<file path="config.mk">
export PLATFORM = sky130hd
export DESIGN_NAME = pipelined_comparator
export DESIGN_NICKNAME = d
export VERILOG_FILES = /design/src/rtl/cmp_pkg.sv /design/src/rtl/cmp_core.sv /design/src/rtl/pipelined_comparator.sv
export SDC_FILE = /design/constraint.sdc
export NUM_CORES = 1
export LEC_CHECK = 0
export CORE_MARGIN = 2
export CORE_UTILIZATION = 42
export DETAILED_ROUTE_END_ITERATION = 8
export PLACE_DENSITY = 0.8
export SKIP_LAST_GASP = 1
export SLEW_MARGIN = 0
export SYNTH_ARGS = -nofsm -noshare
export SYNTH_HDL_FRONTEND = slang
export SYNTH_HIERARCHICAL = 1
export SYNTH_SLANG_ARGS = --single-unit
</file>
<file path="constraint.sdc">
create_clock -name clk -period 3.1 [get_ports clk]
set_input_delay 0.62 -clock clk [delete_from_list [all_inputs] [get_ports clk]]
set_output_delay 0.62 -clock clk [all_outputs]
set_load 0.02 [all_outputs]
</file>
<file path="src/rtl/cmp_pkg.sv">
// cmp_pkg
// Shared types and helpers for the pipelined comparator.
//   cmp_result_t      : one comparison outcome (equal / greater / less)
//   CMP_DEF_WIDTH     : default operand width
//   CMP_DEF_CNT_WIDTH : default result counter width
//   cmp_sat_inc       : saturating increment for counters up to 32 bits wide
package cmp_pkg;

    typedef enum logic [1:0] {
        CMP_EQ = 2'd0,
        CMP_GT = 2'd1,
        CMP_LT = 2'd2
    } cmp_result_t;

    localparam int CMP_DEF_WIDTH     = 16;
    localparam int CMP_DEF_CNT_WIDTH = 8;

    // Counters are carried through this helper zero-extended to 32 bits.
    // The caller truncates the result back to its own width. The ceiling is
    // 2^width-1, so a counter parks at all-ones instead of wrapping.
    function automatic logic [31:0] cmp_sat_inc(input logic [31:0] value,
                                                 input int          width);
        logic [31:0] max_val;
        max_val = (width >= 32) ? 32'hFFFF_FFFF : ((32'd1 << width) - 32'd1);
        return (value >= max_val) ? max_val : value + 32'd1;
    endfunction

endpackage

</file>
<file path="src/rtl/cmp_core.sv">
// cmp_core
// Purely combinational magnitude comparator.
//   WIDTH  : operand width
//   SIGNED : 0 compares as unsigned, 1 compares as two's complement
//   a, b   : operands
//   result : CMP_EQ / CMP_GT / CMP_LT for a relative to b
module cmp_core
    import cmp_pkg::*;
#(
    parameter int WIDTH  = CMP_DEF_WIDTH,
    parameter int SIGNED = 0
) (
    input  logic [WIDTH-1:0] a,
    input  logic [WIDTH-1:0] b,
    output cmp_result_t      result
);

    logic a_greater;

    // The signedness only changes how the ordering is evaluated.
    // Equality is the same bit pattern check in both modes.
    if (SIGNED != 0) begin : g_signed
        assign a_greater = $signed(a) > $signed(b);
    end else begin : g_unsigned
        assign a_greater = a > b;
    end

    always_comb begin
        result = CMP_LT;
        if (a == b) begin
            result = CMP_EQ;
        end else if (a_greater) begin
            result = CMP_GT;
        end
    end

endmodule

</file>
<file path="src/rtl/pipelined_comparator.sv">
// pipelined_comparator
// Streaming magnitude comparator. It has a single registered result stage,
// ready/valid flow control and saturating per-class statistics.
// Optional feature macro: CMP_MINMAX_EN enables running min/max of operand a.
// When the macro is undefined, max_a and min_a read as 0.
// Ports:
//   clk, n_rst           : clock, asynchronous active-low reset
//   clear                : synchronous clear of counters, min/max, stats_valid
//   a, b, in_valid       : operand pair and its valid
//   in_ready             : pair can be accepted this cycle
//   out_valid, out_ready : held result handshake
//   gt, lt, eq           : one-hot flags of the held pair
//   gt/lt/eq_count       : saturating per-class counters
//   max_a, min_a         : running max/min of accepted a
//   stats_valid          : at least one pair accepted since reset/clear
module pipelined_comparator
    import cmp_pkg::*;
#(
    parameter int WIDTH     = CMP_DEF_WIDTH,
    parameter int SIGNED    = 0,
    parameter int CNT_WIDTH = CMP_DEF_CNT_WIDTH
) (
    input  logic                 clk,
    input  logic                 n_rst,
    input  logic                 clear,
    input  logic [WIDTH-1:0]     a,
    input  logic [WIDTH-1:0]     b,
    input  logic                 in_valid,
    output logic                 in_ready,
    output logic                 out_valid,
    input  logic                 out_ready,
    output logic                 gt,
    output logic                 lt,
    output logic                 eq,
    output logic [CNT_WIDTH-1:0] gt_count,
    output logic [CNT_WIDTH-1:0] lt_count,
    output logic [CNT_WIDTH-1:0] eq_count,
    output logic [WIDTH-1:0]     max_a,
    output logic [WIDTH-1:0]     min_a,
    output logic                 stats_valid
);

    cmp_result_t ab_result;
    logic        transfer;

    cmp_core #(
        .WIDTH  (WIDTH),
        .SIGNED (SIGNED)
    ) u_cmp_ab (
        .a      (a),
        .b      (b),
        .result (ab_result)
    );

    // The output register is a one-entry buffer. It can take a new pair
    // whenever it is empty or is being drained in this same cycle.
    assign in_ready = !out_valid || out_ready;
    assign transfer = in_valid && in_ready;

    // Result stage. Flags are kept as three separate bits instead of a
    // cmp_result_t, because reset needs all three to be 0.
    always_ff @(posedge clk or negedge n_rst) begin
        if (!n_rst) begin
            out_valid <= 1'b0;
            gt        <= 1'b0;
            lt        <= 1'b0;
            eq        <= 1'b0;
        end else if (transfer) begin
            out_valid <= 1'b1;
            gt        <= (ab_result == CMP_GT);
            lt        <= (ab_result == CMP_LT);
            eq        <= (ab_result == CMP_EQ);
        end else if (out_ready) begin
            out_valid <= 1'b0;
        end
    end

    // Statistics update at transfer time.
    // A clear in the same cycle as a transfer restarts counting with that
    // pair, so its class counter starts at 1 instead of 0.
    always_ff @(posedge clk or negedge n_rst) begin
        if (!n_rst) begin
            gt_count    <= '0;
            lt_count    <= '0;
            eq_count    <= '0;
            stats_valid <= 1'b0;
        end else if (clear) begin
            gt_count    <= (transfer && ab_result == CMP_GT) ? CNT_WIDTH'(1) : '0;
            lt_count    <= (transfer && ab_result == CMP_LT) ? CNT_WIDTH'(1) : '0;
            eq_count    <= (transfer && ab_result == CMP_EQ) ? CNT_WIDTH'(1) : '0;
            stats_valid <= transfer;
        end else if (transfer) begin
            stats_valid <= 1'b1;
            case (ab_result)
                CMP_GT:  gt_count <= CNT_WIDTH'(cmp_sat_inc(32'(gt_count), CNT_WIDTH));
                CMP_LT:  lt_count <= CNT_WIDTH'(cmp_sat_inc(32'(lt_count), CNT_WIDTH));
                default: eq_count <= CNT_WIDTH'(cmp_sat_inc(32'(eq_count), CNT_WIDTH));
            endcase
        end
    end

`ifdef CMP_MINMAX_EN
    logic [WIDTH-1:0] max_q;
    logic [WIDTH-1:0] min_q;
    cmp_result_t      a_vs_max;
    cmp_result_t      a_vs_min;

    cmp_core #(
        .WIDTH  (WIDTH),
        .SIGNED (SIGNED)
    ) u_cmp_max (
        .a      (a),
        .b      (max_q),
        .result (a_vs_max)
    );

    cmp_core #(
        .WIDTH  (WIDTH),
        .SIGNED (SIGNED)
    ) u_cmp_min (
        .a      (a),
        .b      (min_q),
        .result (a_vs_min)
    );

    // The first pair after reset or clear seeds both extremes.
    // stats_valid low means no pair has been seen yet.
    always_ff @(posedge clk or negedge n_rst) begin
        if (!n_rst) begin
            max_q <= '0;
            min_q <= '0;
        end else if (transfer) begin
            if (clear || !stats_valid) begin
                max_q <= a;
                min_q <= a;
            end else begin
                if (a_vs_max == CMP_GT) begin
                    max_q <= a;
                end
                if (a_vs_min == CMP_LT) begin
                    min_q <= a;
                end
            end
        end else if (clear) begin
            max_q <= '0;
            min_q <= '0;
        end
    end

    assign max_a = max_q;
    assign min_a = min_q;
`else
    assign max_a = '0;
    assign min_a = '0;
`endif

endmodule

</file>
; Word-level counts from Yosys, hierarchy flattened
; Index checks and enable logic that the tools add are counted.
[word_totals]
reg_bits = 29
input_bits = 37
output_inout_bits = 62
[classes]
add_sub_neg = 3
n_lt_le_gt_ge = 4
n_eq_ne = 4
muxes = 21
n_reduce_logical = 15
[ops]
columns = cell, count
row1 = $mux W8, 12
row2 = $add A8 B1 Y8 const B, 3
row3 = $ge A8 B8 Y1 const B, 3
row4 = $eq A16 B16 Y1, 1
row5 = $gt A16 B16 Y1, 1
row6 = $reduce_bool A2 Y1, 4
row7 = $mux W1, 7
row8 = $reduce_and A2 Y1, 3
row9 = $logic_and A1 B1 Y1, 4
row10 = $mux W2, 2
row11 = $eq A2 B1 Y1 const B, 1
row12 = $eq A2 B2 Y1 const B, 1
row13 = $logic_not A2 Y1, 1
row14 = $ne A2 B1 Y1 const B, 1
row15 = $reduce_or A2 Y1, 1
row16 = $logic_not A1 Y1, 1
row17 = $logic_or A1 B1 Y1, 1

; Longest topological paths before layout
; Gate-level depths: netlist of run 1.
[depth]
depth_word = 8
mapped_depth = 13
mapped_depth_nobuf = 12

; Cells and area by module
; The synthesis of run 1 kept the hierarchy.
[modules_own_cells]
columns = mod, n_inst, cells_per_inst, area_each_um2, seq_area_each_um2
row1 = pipelined_comparator, 1, 202, 1869.3, 725.7
row2 = cmp_core, 1, 59, 426.7, 0.0

; Worst setup path after synthesis of run 1
; Ideal clock, no wire load.
[synth_path]
kind = in2reg
from = in b[14]
to = reg eq_count[7]
setup_time_ps = 99
arrival_ps = 2926
t_required_ps = 3001
setup_slack_ps = 74
path_stages = 12
path_buffers = 1
cell_sequence = inv_1 ha_1 nand4_2 nor4_2 a21bo_2 a31oi_1 inv_1 ha_1 clkbuf_2 nor4_4 a41oi_1 a311oi_1
[synth_between]
elab_chain_cells = 7
word_cells_on_any_way = 9
[synth_rtl]
columns = item, line
row1 = "start, declared", pipelined_comparator.sv:27  ; input logic [WIDTH-1:0] b,
row2 = $gt A16 B16 Y1, cmp_core.sv:25  ; assign a_greater = a > b;
row3 = $mux W2, cmp_core.sv:32  ; end else if (a_greater) begin
row4 = $mux W2 *, cmp_core.sv:30  ; if (a == b) begin
row5 = named net ab_result[0], pipelined_comparator.sv:43  ; cmp_result_t ab_result;
row6 = $eq A2 B1 Y1 / $eq A2 B2 Y1 (equally long branches), pipelined_comparator.sv:94  ; case (ab_result)
row7 = $reduce_or A2 Y1 (no source line) *, -
row8 = $ne A2 B1 Y1 (no source line) *, -
row9 = $reduce_and A2 Y1 (no source line) *, -
row10 = "end signal, assigned", pipelined_comparator.sv:90  ; eq_count <= (transfer && ab_result == CMP_EQ) ? CNT_WIDTH'(1) : '0;
row11 = "end signal, assigned", pipelined_comparator.sv:97  ; default: eq_count <= CNT_WIDTH'(cmp_sat_inc(32'(eq_count), CNT_WIDTH));
row12 = "end, declared", pipelined_comparator.sv:37  ; output logic [CNT_WIDTH-1:0] eq_count,
; The timed path passes the listed nets; every way through them passes the cells marked *.
; A chain may end at the register's enable or synchronous reset.

; Worst setup path after layout of run 1
[layout_path]
from = in a[8]
to = reg eq_count[1]
[layout_between]
elab_chain_cells = 7
word_cells_on_any_way = 9
[layout_rtl]
columns = item, line
row1 = "start, declared", pipelined_comparator.sv:26  ; input logic [WIDTH-1:0] a,
row2 = $gt A16 B16 Y1, cmp_core.sv:25
row3 = $mux W2, cmp_core.sv:32
row4 = $mux W2 *, cmp_core.sv:30
row5 = named net ab_result[1], pipelined_comparator.sv:43
row6 = $eq A2 B1 Y1 / $eq A2 B2 Y1 (equally long branches), pipelined_comparator.sv:94
row7 = $reduce_or A2 Y1 (no source line) *, -
row8 = $ne A2 B1 Y1 (no source line) *, -
row9 = $reduce_and A2 Y1 (no source line) *, -
; Marks and branches as above.

==> results of run 1 <==
-- layout make-up --
cell class	instances	area, sq um
inverters	23	91.3
clock buffers	7	86.3
repair buffers	82	823
well taps	70	87.6
flip-flops and latches	29	726
multi-input cells	202	1570
fillers	425	1820
-- sequential cells by signal, indices dropped and copies added (netlist names) --
register	count
eq	1
gt_count	8
lt_count	8
eq_count	8
gt	1
lt	1
stats_valid	1
out_valid	1
-- repair_timing --
item | in CTS | in global routing
setup endpoints to repair | 15 | 24
gates resized for setup | 15 | 54
pin swaps | 8 | 9
endpoints found under the hold margin | 0 | 0
hold buffers | 0 | 0
-- worst paths after layout --
check | from | end | slack, ps
hold reg to reg | lt | lt | 490
hold / removal | lt | lt | 490
setup reg to reg | out_valid | eq_count[0] | 1370
max in group asynchronous | n_rst | lt | 2100
min in group asynchronous | n_rst | eq_count[1] | 720
setup / recovery | a[8] | eq_count[1] | 80
-- layout by cell type, fill, tap and decap left out, types with 3 or more instances in the layout --
cell / instances
sky130_fd_sc_hd__inv_2: 12
sky130_fd_sc_hd__nand2_2: 3
sky130_fd_sc_hd__o21ai_0: 7
sky130_fd_sc_hd__nand2_1: 21
sky130_fd_sc_hd__and4b_1: 4
sky130_fd_sc_hd__dfrtp_1: 29
sky130_fd_sc_hd__nand4_1: 3
sky130_fd_sc_hd__inv_1: 10
sky130_fd_sc_hd__nor2_1: 16
sky130_fd_sc_hd__a311oi_1: 4
sky130_fd_sc_hd__a21oi_1: 11
sky130_fd_sc_hd__clkdlybuf4s50_1: 49
sky130_fd_sc_hd__conb_1: 32
sky130_fd_sc_hd__mux2i_1: 3
sky130_fd_sc_hd__a211oi_1: 6
sky130_fd_sc_hd__nor3_2: 3
sky130_fd_sc_hd__dlymetal6s2s_1: 17
sky130_fd_sc_hd__ha_1: 9
sky130_fd_sc_hd__nor4_4: 4
sky130_fd_sc_hd__clkbuf_8: 6
sky130_fd_sc_hd__ha_4: 12
sky130_fd_sc_hd__a31oi_1: 6
sky130_fd_sc_hd__buf_4: 16
sky130_fd_sc_hd__nand2b_1: 3
sky130_fd_sc_hd__nor3_1: 11
sky130_fd_sc_hd__nand3_1: 11
-- critical path: stages --
cell and delay (ps):
sky130_fd_sc_hd__clkdlybuf4s50_1 400, sky130_fd_sc_hd__ha_1 280, sky130_fd_sc_hd__nand4_1 210, sky130_fd_sc_hd__nor4_4 220, sky130_fd_sc_hd__and4_4 280, sky130_fd_sc_hd__and4b_1 210, sky130_fd_sc_hd__inv_2 110, sky130_fd_sc_hd__ha_4 230
sky130_fd_sc_hd__buf_4 170, sky130_fd_sc_hd__nor4_1 330, sky130_fd_sc_hd__nor3_1 90
-- metrics by stage --
stage          instances  util [%]  TNS, ps  hold WS [ps]
2_1_floorplan        292         -        0           324
3_3_place_gp         406      57.4    -6330           461
3_5_place_dp         406      57.4    -8510           472
4_1_cts              413      60.8        0           498
5_1_grt              413      65.0     -110           534
6_report             413      65.0        0           490
-- power by group through the flow --
stage | clock network (W) | registers, W | logic, W
3_3_place_gp | 0 | 0.000418 | 0.000296
4_1_cts | 0.000320 | 0.000412 | 0.000325
2_1_floorplan | 0 | 0.000436 | 0.000180
3_5_place_dp | 0 | 0.000419 | 0.000304
5_1_grt | 0.000339 | 0.000414 | 0.000389
6_report | 0.000315 | 0.000412 | 0.000359
-- cells by family (layout without fill, tap and decap cells) --
kind of cell | Yosys count | count (layout) | synth area share, %
and+or+nand+nor | 100 | 100 | 25.7
DFF | 29 | 29 | 31.6
other | 1 | 32 | 0.163
muxes | 3 | 3 | 1.31
AOI/OAI and AO/OA | 45 | 45 | 12.4
buffers and inverters | 61 | 112 | 16.8
adders and majority gates | 22 | 22 | 12.0
-- layer usage --
metal  part of all wire (%)  wire [um]  vias to the layer above
met1                     43       2400                      992
met4                    1.5         87                        0
li1                       -          -                     1021
met2                     50       2810                       79
met5                      0          0                        -
met3                    6.1        347                        9
==> impl_results.html, run 1 <==
<table>
<tr><th>Metric</th><th>Value</th></tr>
<tr><th colspan="2">Status</th></tr>
<tr><td>Outcome</td><td>complete, no violations</td></tr>
<tr><th colspan="2">Clock tree</th></tr>
<tr><td>Maximum count of clock buffers along a single path</td><td>2</td></tr>
<tr><td>Cts bufs inserted</td><td>5</td></tr>
<tr><td>Number of H-tree levels</td><td>2</td></tr>
<tr><td>Number of sinks on the clock net</td><td>29</td></tr>
<tr><td>CTS Root Buffer Type</td><td>sky130_fd_sc_hd__clkbuf_8</td></tr>
<tr><td>Insertion delay of the later-clocked pin in the worst-skew pair</td><td>about 280 ps</td></tr>
<tr><td>Count of buffers added by post-CTS timing repair for setup</td><td>0</td></tr>
<tr><td>Clock transition time at the flip-flop clock pins of the worst setup and hold paths</td><td>roughly 60 ps</td></tr>
<tr><td>Clock tree from TritonCTS</td><td>done</td></tr>
<tr><th colspan="2">Floorplanning</th></tr>
<tr><td>Standard-cell rows</td><td>26</td></tr>
<tr><td>Area of the die</td><td>slightly above 6000 sq um</td></tr>
<tr><td>Core Box Area</td><td>roughly 5200 sq um</td></tr>
<tr><td>Die Span Y</td><td>between 70 and 80 um</td></tr>
<tr><td>Initial core utilization</td><td>roughly 44%</td></tr>
<tr><td>Floorplan die width</td><td>77.9 um</td></tr>
<tr><td>Number of top-level pins</td><td>99</td></tr>
<tr><th colspan="2">Drt</th></tr>
<tr><td>Wire length per cell</td><td>13.7 um</td></tr>
<tr><td>Number of vias after detailed routing</td><td>roughly 2100</td></tr>
<tr><td>Starting DRT DRC Count</td><td>between 90 and 100</td></tr>
<tr><td>Drt via density</td><td>roughly 5.1</td></tr>
<tr><td>Final wirelength</td><td>5640 um</td></tr>
<tr><td>Post-route antenna net violation count</td><td>0</td></tr>
<tr><td>Number of detailed-routing iterations run before antenna repair</td><td>4</td></tr>
<tr><td>Detailed-route DRC error count</td><td>0</td></tr>
<tr><th colspan="2">Global route</th></tr>
<tr><td>Remaining Overflow, GRT</td><td>0</td></tr>
<tr><td>GR met2 Demand/Resource</td><td>a little under a third</td></tr>
<tr><td>Global-route wire length before repair</td><td>8910 um</td></tr>
<tr><td>GRT Resource Usage Total</td><td>about 18%</td></tr>
<tr><td>Via count of the first global-routing pass</td><td>roughly 2100</td></tr>
<tr><td>Largest net degree at the start of global routing</td><td>30</td></tr>
<tr><td>Met1 GRT Util</td><td>between 20% and 30%</td></tr>
<tr><td>Global Route met3 Usage</td><td>4.53%</td></tr>
<tr><td>Layer with the highest usage</td><td>met2</td></tr>
<tr><td>Number of antenna violations at the first check in global routing</td><td>0</td></tr>
<tr><th colspan="2">Power and ir drop</th></tr>
<tr><td>Part of the total power dissipated in sequential elements</td><td>37.9%</td></tr>
<tr><td>Clk pwr share</td><td>a little under 30%</td></tr>
<tr><td>Static Leak</td><td>1.57 nW</td></tr>
<tr><td>Power per cell area</td><td>~320 nW/um^2</td></tr>
<tr><td>Peak supply drop</td><td>about 150 uV</td></tr>
<tr><td>Relative contribution of combinational cells to total power</td><td>between 30 and 40%</td></tr>
<tr><td>Net switching power figure</td><td>around 0.00035 W</td></tr>
<tr><td>Internal power</td><td>roughly 0.00073 W</td></tr>
<tr><td>Switching fraction of total power</td><td>between 30% and 40%</td></tr>
<tr><td>Overall Power</td><td>about 0.0011 W</td></tr>
<tr><th colspan="2">STA</th></tr>
<tr><td>Final-report max-slew violation count</td><td>0</td></tr>
<tr><td>Share of the clock period used by the worst path</td><td>between 90% and 100%</td></tr>
<tr><td>Relative slew slack</td><td>around three fifths</td></tr>
<tr><td>Tightest Pin Transition</td><td>slightly below 600 ps</td></tr>
<tr><td>Clock tree skew after final layout</td><td>5.82 ps</td></tr>
<tr><td>Final Hold Viols</td><td>0</td></tr>
<tr><td>Setup violation total in the final timing report</td><td>0</td></tr>
<tr><td>Worst path setup slack after routing</td><td>about 81 ps</td></tr>
<tr><td>Fmax</td><td>approximately 330 MHz</td></tr>
<tr><td>Time the final worst path needs with I/O delays and setup</td><td>just over 3000 ps</td></tr>
<tr><th colspan="2">Worst hold path</th></tr>
<tr><td>Path type of the worst min-delay path</td><td>reg -&gt; reg</td></tr>
<tr><td>Cell count of the worst hold path</td><td>2</td></tr>
<tr><th colspan="2">Final layout</th></tr>
<tr><td>Fraction of layout instances using a drive strength above 1</td><td>22.4%</td></tr>
<tr><td>Final std cell area, no fill</td><td>between 3000 and 4000 sq um</td></tr>
<tr><td>Final layout net count</td><td>~400</td></tr>
<tr><td>Post-synthesis to final-layout area growth</td><td>47.3%</td></tr>
<tr><td>Number of antenna repair diodes</td><td>0</td></tr>
<tr><th colspan="2">Critical path</th></tr>
<tr><td>Kind of critical path</td><td>in -&gt; reg</td></tr>
<tr><td>Worst r2r path cells</td><td>6</td></tr>
<tr><td>Type of element capturing the critical path</td><td>flop</td></tr>
<tr><td>WP data required</td><td>approximately 3200 ps</td></tr>
<tr><td>Crit path launch type</td><td>primary input</td></tr>
<tr><td>Crit path DAT</td><td>3160 ps</td></tr>
<tr><td>Worst-path fanout max</td><td>5</td></tr>
<tr><th colspan="2">Logic synthesis</th></tr>
<tr><td>Area contributors post-synth</td><td>sky130_fd_sc_hd__dfrtp_1 (32%), sky130_fd_sc_hd__ha_1 (12%), sky130_fd_sc_hd__buf_4 (11%)</td></tr>
<tr><td>Most frequent cells after synthesis</td><td>sky130_fd_sc_hd__buf_4 (33), sky130_fd_sc_hd__dfrtp_1 (29), sky130_fd_sc_hd__nand2_1 (25)</td></tr>
<tr><td>Synth Warn #</td><td>6</td></tr>
<tr><td>Count of flip-flops with a built-in enable after synthesis</td><td>0</td></tr>
<tr><td>Area leader, netlist</td><td>sky130_fd_sc_hd__dfrtp_1</td></tr>
<tr><td>Register area share after synthesis</td><td>approximately a third</td></tr>
<tr><td>Post-Synthesis Mean Instance Area</td><td>8.80 sq um</td></tr>
<tr><td>Number of synthesized register bits</td><td>29</td></tr>
<tr><td>Fraction of registers with async set or reset after synthesis</td><td>100%</td></tr>
<tr><td>Cell with the most instances after synthesis</td><td>sky130_fd_sc_hd__buf_4</td></tr>
<tr><td>Netlist area before placement</td><td>2300 sq um</td></tr>
<tr><td>Unique masters post-synth</td><td>between 40 and 50</td></tr>
<tr><td>Primary flip-flop cell chosen by synthesis mapping</td><td>sky130_fd_sc_hd__dfrtp_1</td></tr>
<tr><td>Top cell type's share of synthesized area</td><td>about a third</td></tr>
<tr><td>Gate Count Post-Synth</td><td>261</td></tr>
<tr><th colspan="2">Place</th></tr>
<tr><td>Routability Congestion</td><td>slightly above 0.8</td></tr>
<tr><td>Number of buffer cells added on primary ports</td><td>between 60 and 70</td></tr>
<tr><td>Post-detailed-placement half-perimeter wirelength</td><td>about 4100 um</td></tr>
<tr><td>Post-DP Area</td><td>around 3000 sq um</td></tr>
<tr><td>Worst setup slack after placement</td><td>-516 ps</td></tr>
<tr><th colspan="2">Flow run</th></tr>
<tr><td>MaxCap Viol Count</td><td>0</td></tr>
</table>
(Power assumes the default switching activity.)
==> inputs of run 2 (changes only) <==
--- a/config.mk
+++ b/config.mk
@@ -6,10 +6,10 @@
 export NUM_CORES = 1
 export LEC_CHECK = 0
 export CORE_MARGIN = 2
-export CORE_UTILIZATION = 42
+export CORE_UTILIZATION = 46
 export DETAILED_ROUTE_END_ITERATION = 8
-export PLACE_DENSITY = 0.8
-export SKIP_LAST_GASP = 1
+export PLACE_DENSITY = 0.86
+export RECOVER_POWER = 50
 export SLEW_MARGIN = 0
 export SYNTH_ARGS = -nofsm -noshare
 export SYNTH_HDL_FRONTEND = slang
==> run 2 against run 1 <==
The run now ends with max-capacitance violations, max-slew violations left. Highest routed layer unchanged. Non-clock buffer count up 5. Flip-flop and latch count unchanged. Maximum frequency shrank 0.21%. Total power increased by 5.0%.
==> impl_results.html, run 2 (synthesized netlist as in run 1, its figures left out) <==
<table>
<tr><th>Metric</th><th>Value</th></tr>
<tr><th colspan="2">STA</th></tr>
<tr><td>Worst path setup slack after routing</td><td>75.0 ps (-6.40 ps)</td></tr>
<tr><td>Clock tree skew after final layout</td><td>6.40 ps (+0.571 ps)</td></tr>
<tr><td>Setup TNS</td><td>0 ps (unchanged)</td></tr>
<tr><td>Final-report max-slew violation count</td><td>30 (+30)</td></tr>
<tr><td>Final Hold Viols</td><td>0 (unchanged)</td></tr>
<tr><td>Fmax</td><td>331 MHz (-0.21%)</td></tr>
<tr><td>Hold Slack</td><td>471 ps (-19.7 ps)</td></tr>
<tr><td>Time the final worst path needs with I/O delays and setup</td><td>3030 ps (+6.40 ps)</td></tr>
<tr><td>Share of the clock period used by the worst path</td><td>97.6% (+0.21 points)</td></tr>
<tr><td>Relative slew slack</td><td>-0.501% (-61 points)</td></tr>
<tr><td>Setup violation total in the final timing report</td><td>0 (unchanged)</td></tr>
<tr><td>Tightest Pin Transition</td><td>1510 ps (+915 ps)</td></tr>
<tr><th colspan="2">Power and ir drop</th></tr>
<tr><td>Power per cell area</td><td>327 nW/um^2 (+2.0%)</td></tr>
<tr><td>Clk pwr share</td><td>30.7% (+1.7 points)</td></tr>
<tr><td>Switching fraction of total power</td><td>32.8% (+0.15 points)</td></tr>
<tr><td>Part of the total power dissipated in sequential elements</td><td>36.0% (-1.9 points)</td></tr>
<tr><td>Overall Power</td><td>0.00114 W (+5.0%)</td></tr>
<tr><td>Internal power</td><td>0.000766 W (+4.8%)</td></tr>
<tr><td>Net switching power figure</td><td>0.000373 W (+5.5%)</td></tr>
<tr><td>Static Leak</td><td>1.68 nW (+7.5%)</td></tr>
<tr><td>Peak supply drop</td><td>169 uV (+13%)</td></tr>
<tr><td>Relative contribution of combinational cells to total power</td><td>33.3% (+0.2 points)</td></tr>
<tr><th colspan="2">Floorplanning</th></tr>
<tr><td>Standard-cell rows</td><td>25 (-3.8%)</td></tr>
<tr><td>Die Span Y</td><td>74.7 um (-4.2%)</td></tr>
<tr><td>Floorplan die width</td><td>74.7 um (-4.2%)</td></tr>
<tr><td>Initial core utilization</td><td>48.3% (+4.2 points)</td></tr>
<tr><td>Area of the die</td><td>5570 sq um (-8.3%)</td></tr>
<tr><td>Number of top-level pins</td><td>99 (unchanged)</td></tr>
<tr><td>Core Box Area</td><td>4750 sq um (-8.7%)</td></tr>
<tr><th colspan="2">Global route</th></tr>
<tr><td>Remaining Overflow, GRT</td><td>0 (unchanged)</td></tr>
<tr><td>Largest net degree at the start of global routing</td><td>30 (unchanged)</td></tr>
<tr><td>GRT Resource Usage Total</td><td>19.6% (+1.6 points)</td></tr>
<tr><td>Number of antenna violations at the first check in global routing</td><td>0 (unchanged)</td></tr>
<tr><td>Via count of the first global-routing pass</td><td>1989 (-4.7%)</td></tr>
<tr><td>Global-route wire length before repair</td><td>8400 um (-5.7%)</td></tr>
<tr><th colspan="2">Worst hold path</th></tr>
<tr><td>Path type of the worst min-delay path</td><td>reg -&gt; reg</td></tr>
<tr><td>Hold Path End</td><td>gt</td></tr>
<tr><td>Startpoint of the most critical hold path</td><td>gt</td></tr>
<tr><td>Cell count of the worst hold path</td><td>2 (unchanged)</td></tr>
<tr><th colspan="2">Flow run</th></tr>
<tr><td>MaxCap Viol Count</td><td>1 (+1)</td></tr>
<tr><th colspan="2">Critical path</th></tr>
<tr><td>Type of element capturing the critical path</td><td>flop</td></tr>
<tr><td>Worst-path fanout max</td><td>4 (-1)</td></tr>
<tr><td>Largest stage delay on the critical path</td><td>510 ps (+110 ps)</td></tr>
<tr><td>Crit path launch type</td><td>primary input</td></tr>
<tr><td>WP data required</td><td>3300 ps (+60 ps)</td></tr>
<tr><td>Family of cells with the greatest summed delay on the critical path</td><td>buffers and inverters</td></tr>
<tr><td>Worst r2r path cells</td><td>4 (-2)</td></tr>
<tr><td>Cells traversed along the worst timing path</td><td>clkdlybuf4s50_1 &gt; ha_4 &gt; a21oi_1 &gt; o21ai_0 &gt; a21oi_2 &gt; and4b_1 &gt; inv_2 &gt; buf_4 &gt; ha_4 &gt; nand2_4 &gt; nor3_2 &gt; buf_4 &gt; and4b_1 &gt; a211oi_1</td></tr>
<tr><td>Kind of critical path</td><td>in -&gt; reg</td></tr>
<tr><td>Master of the slowest instance on the critical path</td><td>sky130_fd_sc_hd__clkdlybuf4s50_1</td></tr>
<tr><td>Critical R2R Capture</td><td>lt_count[5]</td></tr>
<tr><td>Register-to-register setup slack</td><td>1440 ps (+70 ps)</td></tr>
<tr><td>Crit path DAT</td><td>3220 ps (+60 ps)</td></tr>
<tr><td>Launching point of the worst reg2reg path</td><td>lt_count[1]</td></tr>
<tr><td>Sum of buffers and inverters on the critical path</td><td>4 (+1)</td></tr>
<tr><th colspan="2">Clock tree</th></tr>
<tr><td>Clock tree from TritonCTS</td><td>done</td></tr>
<tr><td>Clock transition time at the flip-flop clock pins of the worst setup and hold paths</td><td>60 ps (about the same)</td></tr>
<tr><td>Insertion delay of the later-clocked pin in the worst-skew pair</td><td>290 ps (about the same)</td></tr>
<tr><td>CTS Root Buffer Type</td><td>sky130_fd_sc_hd__clkbuf_8</td></tr>
<tr><td>Number of H-tree levels</td><td>2 (unchanged)</td></tr>
<tr><td>Maximum count of clock buffers along a single path</td><td>2 (unchanged)</td></tr>
<tr><td>Count of hold-fix buffers inserted at cts</td><td>0 (unchanged)</td></tr>
<tr><td>Cts bufs inserted</td><td>5 (unchanged)</td></tr>
<tr><td>Number of sinks on the clock net</td><td>29 (unchanged)</td></tr>
<tr><th colspan="2">Drt</th></tr>
<tr><td>Number of vias after detailed routing</td><td>2193 (+4.4%)</td></tr>
<tr><td>Post-route antenna net violation count</td><td>0 (unchanged)</td></tr>
<tr><td>Detailed-route DRC error count</td><td>0 (unchanged)</td></tr>
<tr><td>Starting DRT DRC Count</td><td>91 (-4.2%)</td></tr>
<tr><td>Number of detailed-routing iterations run before antenna repair</td><td>5 (+1)</td></tr>
<tr><td>Wire length per cell</td><td>14.5 um (+5.8%)</td></tr>
<tr><td>Drt via density</td><td>5.27 (+3.6%)</td></tr>
<tr><td>Final wirelength</td><td>6010 um (+6.6%)</td></tr>
<tr><th colspan="2">Final layout</th></tr>
<tr><td>Largest registers</td><td>eq_count: 8 flops, gt_count: 8 flops, lt_count: 8 flops</td></tr>
<tr><td>Final core utilization</td><td>73.2% (+8.2 points)</td></tr>
<tr><td>Top library cells by usage in the layout, fill and taps aside</td><td>sky130_fd_sc_hd__conb_1 (32), sky130_fd_sc_hd__dfrtp_1 (29), sky130_fd_sc_hd__clkdlybuf4s50_1 (29), sky130_fd_sc_hd__dlymetal6s2s_1 (22), sky130_fd_sc_hd__nand2_1 (21)</td></tr>
<tr><td>Number of antenna repair diodes</td><td>0 (unchanged)</td></tr>
<tr><td>Most frequent standard cell in the layout excluding fill and tap cells</td><td>sky130_fd_sc_hd__conb_1</td></tr>
<tr><td>Filler instances</td><td>324 (-24%)</td></tr>
<tr><td>Final layout net count</td><td>407 (+1.2%)</td></tr>
<tr><td>Fraction of layout instances using a drive strength above 1</td><td>24.4% (+1.9 points)</td></tr>
<tr><td>Post-synthesis to final-layout area growth</td><td>51.6%</td></tr>
<tr><th colspan="2">Place</th></tr>
<tr><td>Worst setup slack after placement</td><td>-550 ps (-34.0 ps)</td></tr>
<tr><td>Post-detailed-placement half-perimeter wirelength</td><td>4080 um (+0.47%)</td></tr>
<tr><td>Number of buffer cells added on primary ports</td><td>66 (unchanged)</td></tr>
<tr><td>Routability Congestion</td><td>0.889 (+8.1%)</td></tr>
<tr><th colspan="2">Status</th></tr>
<tr><td>Outcome</td><td>complete, but fails checks</td></tr>
<tr><td>Violations in the final reports</td><td>max-capacitance violations, max-slew violations</td></tr>
</table>
==> run 2: timing repair <==
action	4_1_cts	5_1_grt
buffers inserted	0	3
pin swaps	6	24
hold endpoints to repair	0	0
resized for setup	9	72
setup endpoints to repair	16	24
==> run 2: worst max-delay path by stage <==
stage / start / to / cells after the start / slack, ps
CTS: b[9] / lt_count[2] / 14 / -50
global route: a[7] / gt_count[6] / 14 / -70
finish: a[7] / gt_count[6] / 14 / 70
detailed placement: b[14] / eq_count[7] / 12 / -550
global placement: b[9] / eq_count[7] / 12 / -420
floorplan: b[14] / eq_count[7] / 12 / 70
==> run 2: final cells by class <==
class | instances | area [sq um] | area share [%]
inverter | 23 | 91.3 | 2.62
tap | 67 | 83.8 | 2.41
multi-input combinational | 202 | 1600 | 45.9
sequential | 29 | 726 | 20.8
timing repair buffer | 87 | 881 | 25.3
clock buffer | 7 | 96.3 | 2.77
clock inverter | 1 | 5.00 | 0.144
==> run 2: power by group through the flow <==
stage	combinational, W	sequential [W]	clock, W
4_1_cts	0.000317	0.000410	0.000355
3_5_place_dp	0.000305	0.000417	0
5_1_grt	0.000411	0.000413	0.000366
2_1_floorplan	0.000180	0.000436	0
6_report	0.000379	0.000411	0.000350
3_3_place_gp	0.000296	0.000417	0
==> run 2: per-stage QoR <==
stage                     instances  instance area (sq um)
after global routing            416                   3480
final                           416                   3480
after detailed placement        405                   3000
after floorplan                 292                   2410
after CTS                       413                   3130
after global placement          405                   3000
==> run 2: routing by layer <==
metal	part of all wire, %	track usage [%]	wire [um]
met1	37	20.8	2200
met2	52	36.7	3150
met3	8.0	4.95	481
met4	3.1	8.13	186
met5	0	0	0
==> run 2: worst register-to-register path: stages (launching register included) <==
cell and delay [ps]:
sky130_fd_sc_hd__dfrtp_1 410, sky130_fd_sc_hd__ha_1 210, sky130_fd_sc_hd__nand3_1 200, sky130_fd_sc_hd__or3_1 430, sky130_fd_sc_hd__a211oi_1 300
==> inputs of run 3 (changes only) <==
--- a/config.mk
+++ b/config.mk
@@ -5,10 +5,12 @@
 export SDC_FILE = /design/constraint.sdc
 export NUM_CORES = 1
 export LEC_CHECK = 0
+export CELL_PAD_IN_SITES_DETAIL_PLACEMENT = 2
+export CELL_PAD_IN_SITES_GLOBAL_PLACEMENT = 2
 export CORE_MARGIN = 2
-export CORE_UTILIZATION = 46
+export CORE_UTILIZATION = 26
 export DETAILED_ROUTE_END_ITERATION = 8
-export PLACE_DENSITY = 0.86
+export PLACE_DENSITY_LB_ADDON = 0.1
 export RECOVER_POWER = 50
 export SLEW_MARGIN = 0
 export SYNTH_ARGS = -nofsm -noshare
==> run 3 against run 2 <==
The run still ends with max-capacitance violations, max-slew violations left. Maximum frequency decreased by 1.1%. Clock skew decreased by 2.3 ps. Register-to-register slack better by 30 ps. Worst setup slack got worse by 34 ps. Cell area up 3.1%. Combinational power barely moved. Sequential share of layout area shrank 0.62 points. Critical path depth decreased by 2. Utilization is 32 points lower. Die area grew 72%. Wire length rose by 16%. Critical path type unchanged. Critical endpoint is now eq_count[7]. Largest cell class unchanged.
==> impl_results.html, run 3 (synthesized netlist as in run 1, its figures left out) <==
<table>
<tr><th>Metric</th><th>Value</th></tr>
<tr><th colspan="2">Drt</th></tr>
<tr><td>Starting DRT DRC Count</td><td>25 (-73%)</td></tr>
<tr><td>Detailed-route DRC error count</td><td>0 (unchanged)</td></tr>
<tr><td>Drt via density</td><td>4.75 (-9.9%)</td></tr>
<tr><td>Wire length per cell</td><td>15.0 um (+3.5%)</td></tr>
<tr><td>Post-route antenna net violation count</td><td>0 (unchanged)</td></tr>
<tr><td>Final wirelength</td><td>6970 um (+16%)</td></tr>
<tr><td>Number of vias after detailed routing</td><td>2214 (+0.96%)</td></tr>
<tr><td>Number of detailed-routing iterations run before antenna repair</td><td>4 (-1)</td></tr>
<tr><th colspan="2">Clock tree</th></tr>
<tr><td>Clock transition time at the flip-flop clock pins of the worst setup and hold paths</td><td>60 ps (about the same)</td></tr>
<tr><td>CTS Root Buffer Type</td><td>sky130_fd_sc_hd__clkbuf_8</td></tr>
<tr><td>Cts bufs inserted</td><td>5 (unchanged)</td></tr>
<tr><td>Clock tree from TritonCTS</td><td>done</td></tr>
<tr><td>Number of H-tree levels</td><td>2 (unchanged)</td></tr>
<tr><td>Count of hold-fix buffers inserted at cts</td><td>0 (unchanged)</td></tr>
<tr><td>Number of sinks on the clock net</td><td>29 (unchanged)</td></tr>
<tr><td>Insertion delay of the later-clocked pin in the worst-skew pair</td><td>280 ps (about the same)</td></tr>
<tr><td>Maximum count of clock buffers along a single path</td><td>2 (unchanged)</td></tr>
<tr><th colspan="2">Global route</th></tr>
<tr><td>Global-route wire length before repair</td><td>10900 um (+30%)</td></tr>
<tr><td>Largest net degree at the start of global routing</td><td>30 (unchanged)</td></tr>
<tr><td>Number of antenna violations at the first check in global routing</td><td>2 (+2)</td></tr>
<tr><td>Via count of the first global-routing pass</td><td>2247 (+13%)</td></tr>
<tr><td>Remaining Overflow, GRT</td><td>0 (unchanged)</td></tr>
<tr><td>GRT Resource Usage Total</td><td>14.0% (-5.5 points)</td></tr>
<tr><th colspan="2">Critical path</th></tr>
<tr><td>Type of element capturing the critical path</td><td>flop</td></tr>
<tr><td>Crit path launch type</td><td>primary input</td></tr>
<tr><td>Sum of buffers and inverters on the critical path</td><td>3 (-1)</td></tr>
<tr><td>Kind of critical path</td><td>in -&gt; reg</td></tr>
<tr><td>Launching point of the worst reg2reg path</td><td>out_valid</td></tr>
<tr><td>Cells traversed along the worst timing path</td><td>clkdlybuf4s50_1 &gt; inv_1 &gt; ha_1 &gt; and2_1 &gt; o21ai_1 &gt; a21bo_2 &gt; and4b_1 &gt; inv_2 &gt; ha_4 &gt; nor4_4 &gt; a41oi_2 &gt; a311oi_2</td></tr>
<tr><td>Largest stage delay on the critical path</td><td>450 ps (-60 ps)</td></tr>
<tr><td>Worst Setup SP</td><td>b[3]</td></tr>
<tr><td>Family of cells with the greatest summed delay on the critical path</td><td>simple AND/OR/NAND/NOR gates</td></tr>
<tr><td>WP data required</td><td>3280 ps (-20 ps)</td></tr>
<tr><td>Master of the slowest instance on the critical path</td><td>sky130_fd_sc_hd__clkdlybuf4s50_1</td></tr>
<tr><td>Worst-path fanout max</td><td>5 (+1)</td></tr>
<tr><td>Crit path DAT</td><td>3230 ps (about the same)</td></tr>
<tr><th colspan="2">Final layout</th></tr>
<tr><td>Final layout net count</td><td>414 (+1.7%)</td></tr>
<tr><td>Largest registers</td><td>eq_count: 8 flops, gt_count: 8 flops, lt_count: 8 flops</td></tr>
<tr><td>Top library cells by usage in the layout, fill and taps aside</td><td>sky130_fd_sc_hd__conb_1 (32), sky130_fd_sc_hd__dfrtp_1 (29), sky130_fd_sc_hd__clkdlybuf4s50_1 (28), sky130_fd_sc_hd__buf_4 (27), sky130_fd_sc_hd__dlymetal6s2s_1 (24)</td></tr>
<tr><td>Fraction of layout instances using a drive strength above 1</td><td>25.8% (+1.5 points)</td></tr>
<tr><td>Post-synthesis to final-layout area growth</td><td>56.2%</td></tr>
<tr><td>Count of placed standard cells in the final layout, fillers left out</td><td>466 (+12%)</td></tr>
<tr><td>Most frequent standard cell in the layout excluding fill and tap cells</td><td>sky130_fd_sc_hd__conb_1</td></tr>
<tr><td>Final core utilization</td><td>41.5% (-32 points)</td></tr>
<tr><td>Filler instances</td><td>960 (+200%)</td></tr>
<tr><th colspan="2">Place</th></tr>
<tr><td>Number of placed instances with taps included</td><td>451 (+11%)</td></tr>
<tr><td>Routability Congestion</td><td>0.732 (-18%)</td></tr>
<tr><td>Number of buffer cells added on primary ports</td><td>66 (unchanged)</td></tr>
<tr><td>Post-detailed-placement half-perimeter wirelength</td><td>5180 um (+27%)</td></tr>
<tr><th colspan="2">STA</th></tr>
<tr><td>Setup violation total in the final timing report</td><td>0 (unchanged)</td></tr>
<tr><td>Relative slew slack</td><td>-12.7% (-12 points)</td></tr>
<tr><td>Time the final worst path needs with I/O delays and setup</td><td>3060 ps (+33.9 ps)</td></tr>
<tr><td>Final Hold Viols</td><td>0 (unchanged)</td></tr>
<tr><td>Fmax</td><td>327 MHz (-1.1%)</td></tr>
<tr><td>Tightest Pin Transition</td><td>1690 ps (+183 ps)</td></tr>
<tr><td>Final-report max-slew violation count</td><td>30 (unchanged)</td></tr>
<tr><td>Share of the clock period used by the worst path</td><td>98.7% (+1.1 points)</td></tr>
<tr><td>Clock tree skew after final layout</td><td>4.13 ps (-2.27 ps)</td></tr>
<tr><th colspan="2">Worst hold path</th></tr>
<tr><td>Path type of the worst min-delay path</td><td>reg -&gt; reg</td></tr>
<tr><td>Startpoint of the most critical hold path</td><td>gt</td></tr>
<tr><th colspan="2">Flow run</th></tr>
<tr><td>MaxCap Viol Count</td><td>1 (unchanged)</td></tr>
<tr><th colspan="2">Floorplanning</th></tr>
<tr><td>Number of top-level pins</td><td>99 (unchanged)</td></tr>
<tr><td>Standard-cell rows</td><td>34 (+36%)</td></tr>
<tr><td>Die Span Y</td><td>98.0 um (+31%)</td></tr>
<tr><td>Initial core utilization</td><td>26.6% (-22 points)</td></tr>
<tr><td>Floorplan die width</td><td>98.0 um (+31%)</td></tr>
<tr><td>Core Box Area</td><td>8640 sq um (+82%)</td></tr>
<tr><td>Area of the die</td><td>9600 sq um (+72%)</td></tr>
<tr><th colspan="2">Status</th></tr>
<tr><td>Outcome</td><td>complete, but fails checks</td></tr>
<tr><td>Violations in the final reports</td><td>max-capacitance violations, max-slew violations</td></tr>
<tr><th colspan="2">Power and ir drop</th></tr>
<tr><td>Peak supply drop</td><td>130 uV (-23%)</td></tr>
<tr><td>Power per cell area</td><td>318 nW/um^2 (-3.0%)</td></tr>
<tr><td>Static Leak</td><td>1.72 nW (+2.5%)</td></tr>
</table>
run 3: cell count changes in the layout (fill, tap and decap cells not counted), moves of 2 or more:
cell                             previous run  this run
sky130_fd_sc_hd__diode_2                    0         2
sky130_fd_sc_hd__buf_4                     17        27
sky130_fd_sc_hd__o21ai_1                    0         2
sky130_fd_sc_hd__buf_6                      3         0
sky130_fd_sc_hd__dlymetal6s2s_1            22        24
run 3: worst reg2reg max path: cells and delay by family (launching register included):
| family | cells | cell delay, ps |
|---|---|---|
| compound gates | 2 | 500 |
| flops | 1 | 400 |
| buf+inv | 1 | 200 |
| simple gates | 2 | 430 |
run 3: final timing paths:
kind | end | slack (ps) | cells past startpoint
max reg2reg | eq_count[7] | 1470 | 5
min | gt | 470 | 2
min in group asynchronous | gt_count[4] | 1310 | 2
min reg2reg | gt | 470 | 2
max in group asynchronous | gt_count[1] | 810 | 2
max | eq_count[7] | 40 | 12
run 3: metrics by stage:
| step | worst slack (ps) | total power, W | cell area, sq um | setup TNS (ps) | hold WS [ps] |
|---|---|---|---|---|---|
| after floorplan | 74.3 | 0.000616 | 2410 | 0 | 324 |
| after global placement | -481 | 0.000733 | 3090 | -8710 | 465 |
| after detailed placement | -665 | 0.000742 | 3090 | -11500 | 478 |
| after CTS | 4.24 | 0.00114 | 3340 | 0 | 493 |
| after global routing | -86.6 | 0.00122 | 3590 | -86.6 | 535 |
| final | 41.1 | 0.00114 | 3590 | 0 | 473 |
run 3: metal layers:
layer | share of wire [%] | global-route usage (%) | vias up | wire length, um
li1 | - | - | 1047 | -
met1 | 41 | 16.5 | 1100 | 2840
met2 | 53 | 25.0 | 60 | 3670
met3 | 5.4 | 3.79 | 7 | 375
met4 | 1.2 | 4.17 | 0 | 85
met5 | 0 | 0 | - | 0
run 3: area by class of cell:
class	instances	area (sq um)	area share, %
well taps	108	135	3.77
diodes	2	5.00	0.140
repair buffers	94	927	25.8
flip-flops and latches	29	726	20.2
inverters	23	91.3	2.55
multi-input cells	202	1600	44.6
clock buffers	7	96.3	2.69
clock inverters	1	5.00	0.140
run 3: report_power, final:
part	leakage [nW]	switching [W]	total, W	internal, W
logic	1.28	0.000206	0.000379	0.000174
clock network	0.0543	0.000147	0.000348	0.000200
registers	0.394	0.0000168	0.000412	0.000395
total	1.72	0.000370	0.00114	0.000769
run 3: repair_timing:
action                                 CTS  global route
setup endpoints to repair               23            24
gates resized for setup                 25            54
cloned                                   0             0
endpoints found under the hold margin    0             0
pin swaps                               13            15
setup buffers                            2             3
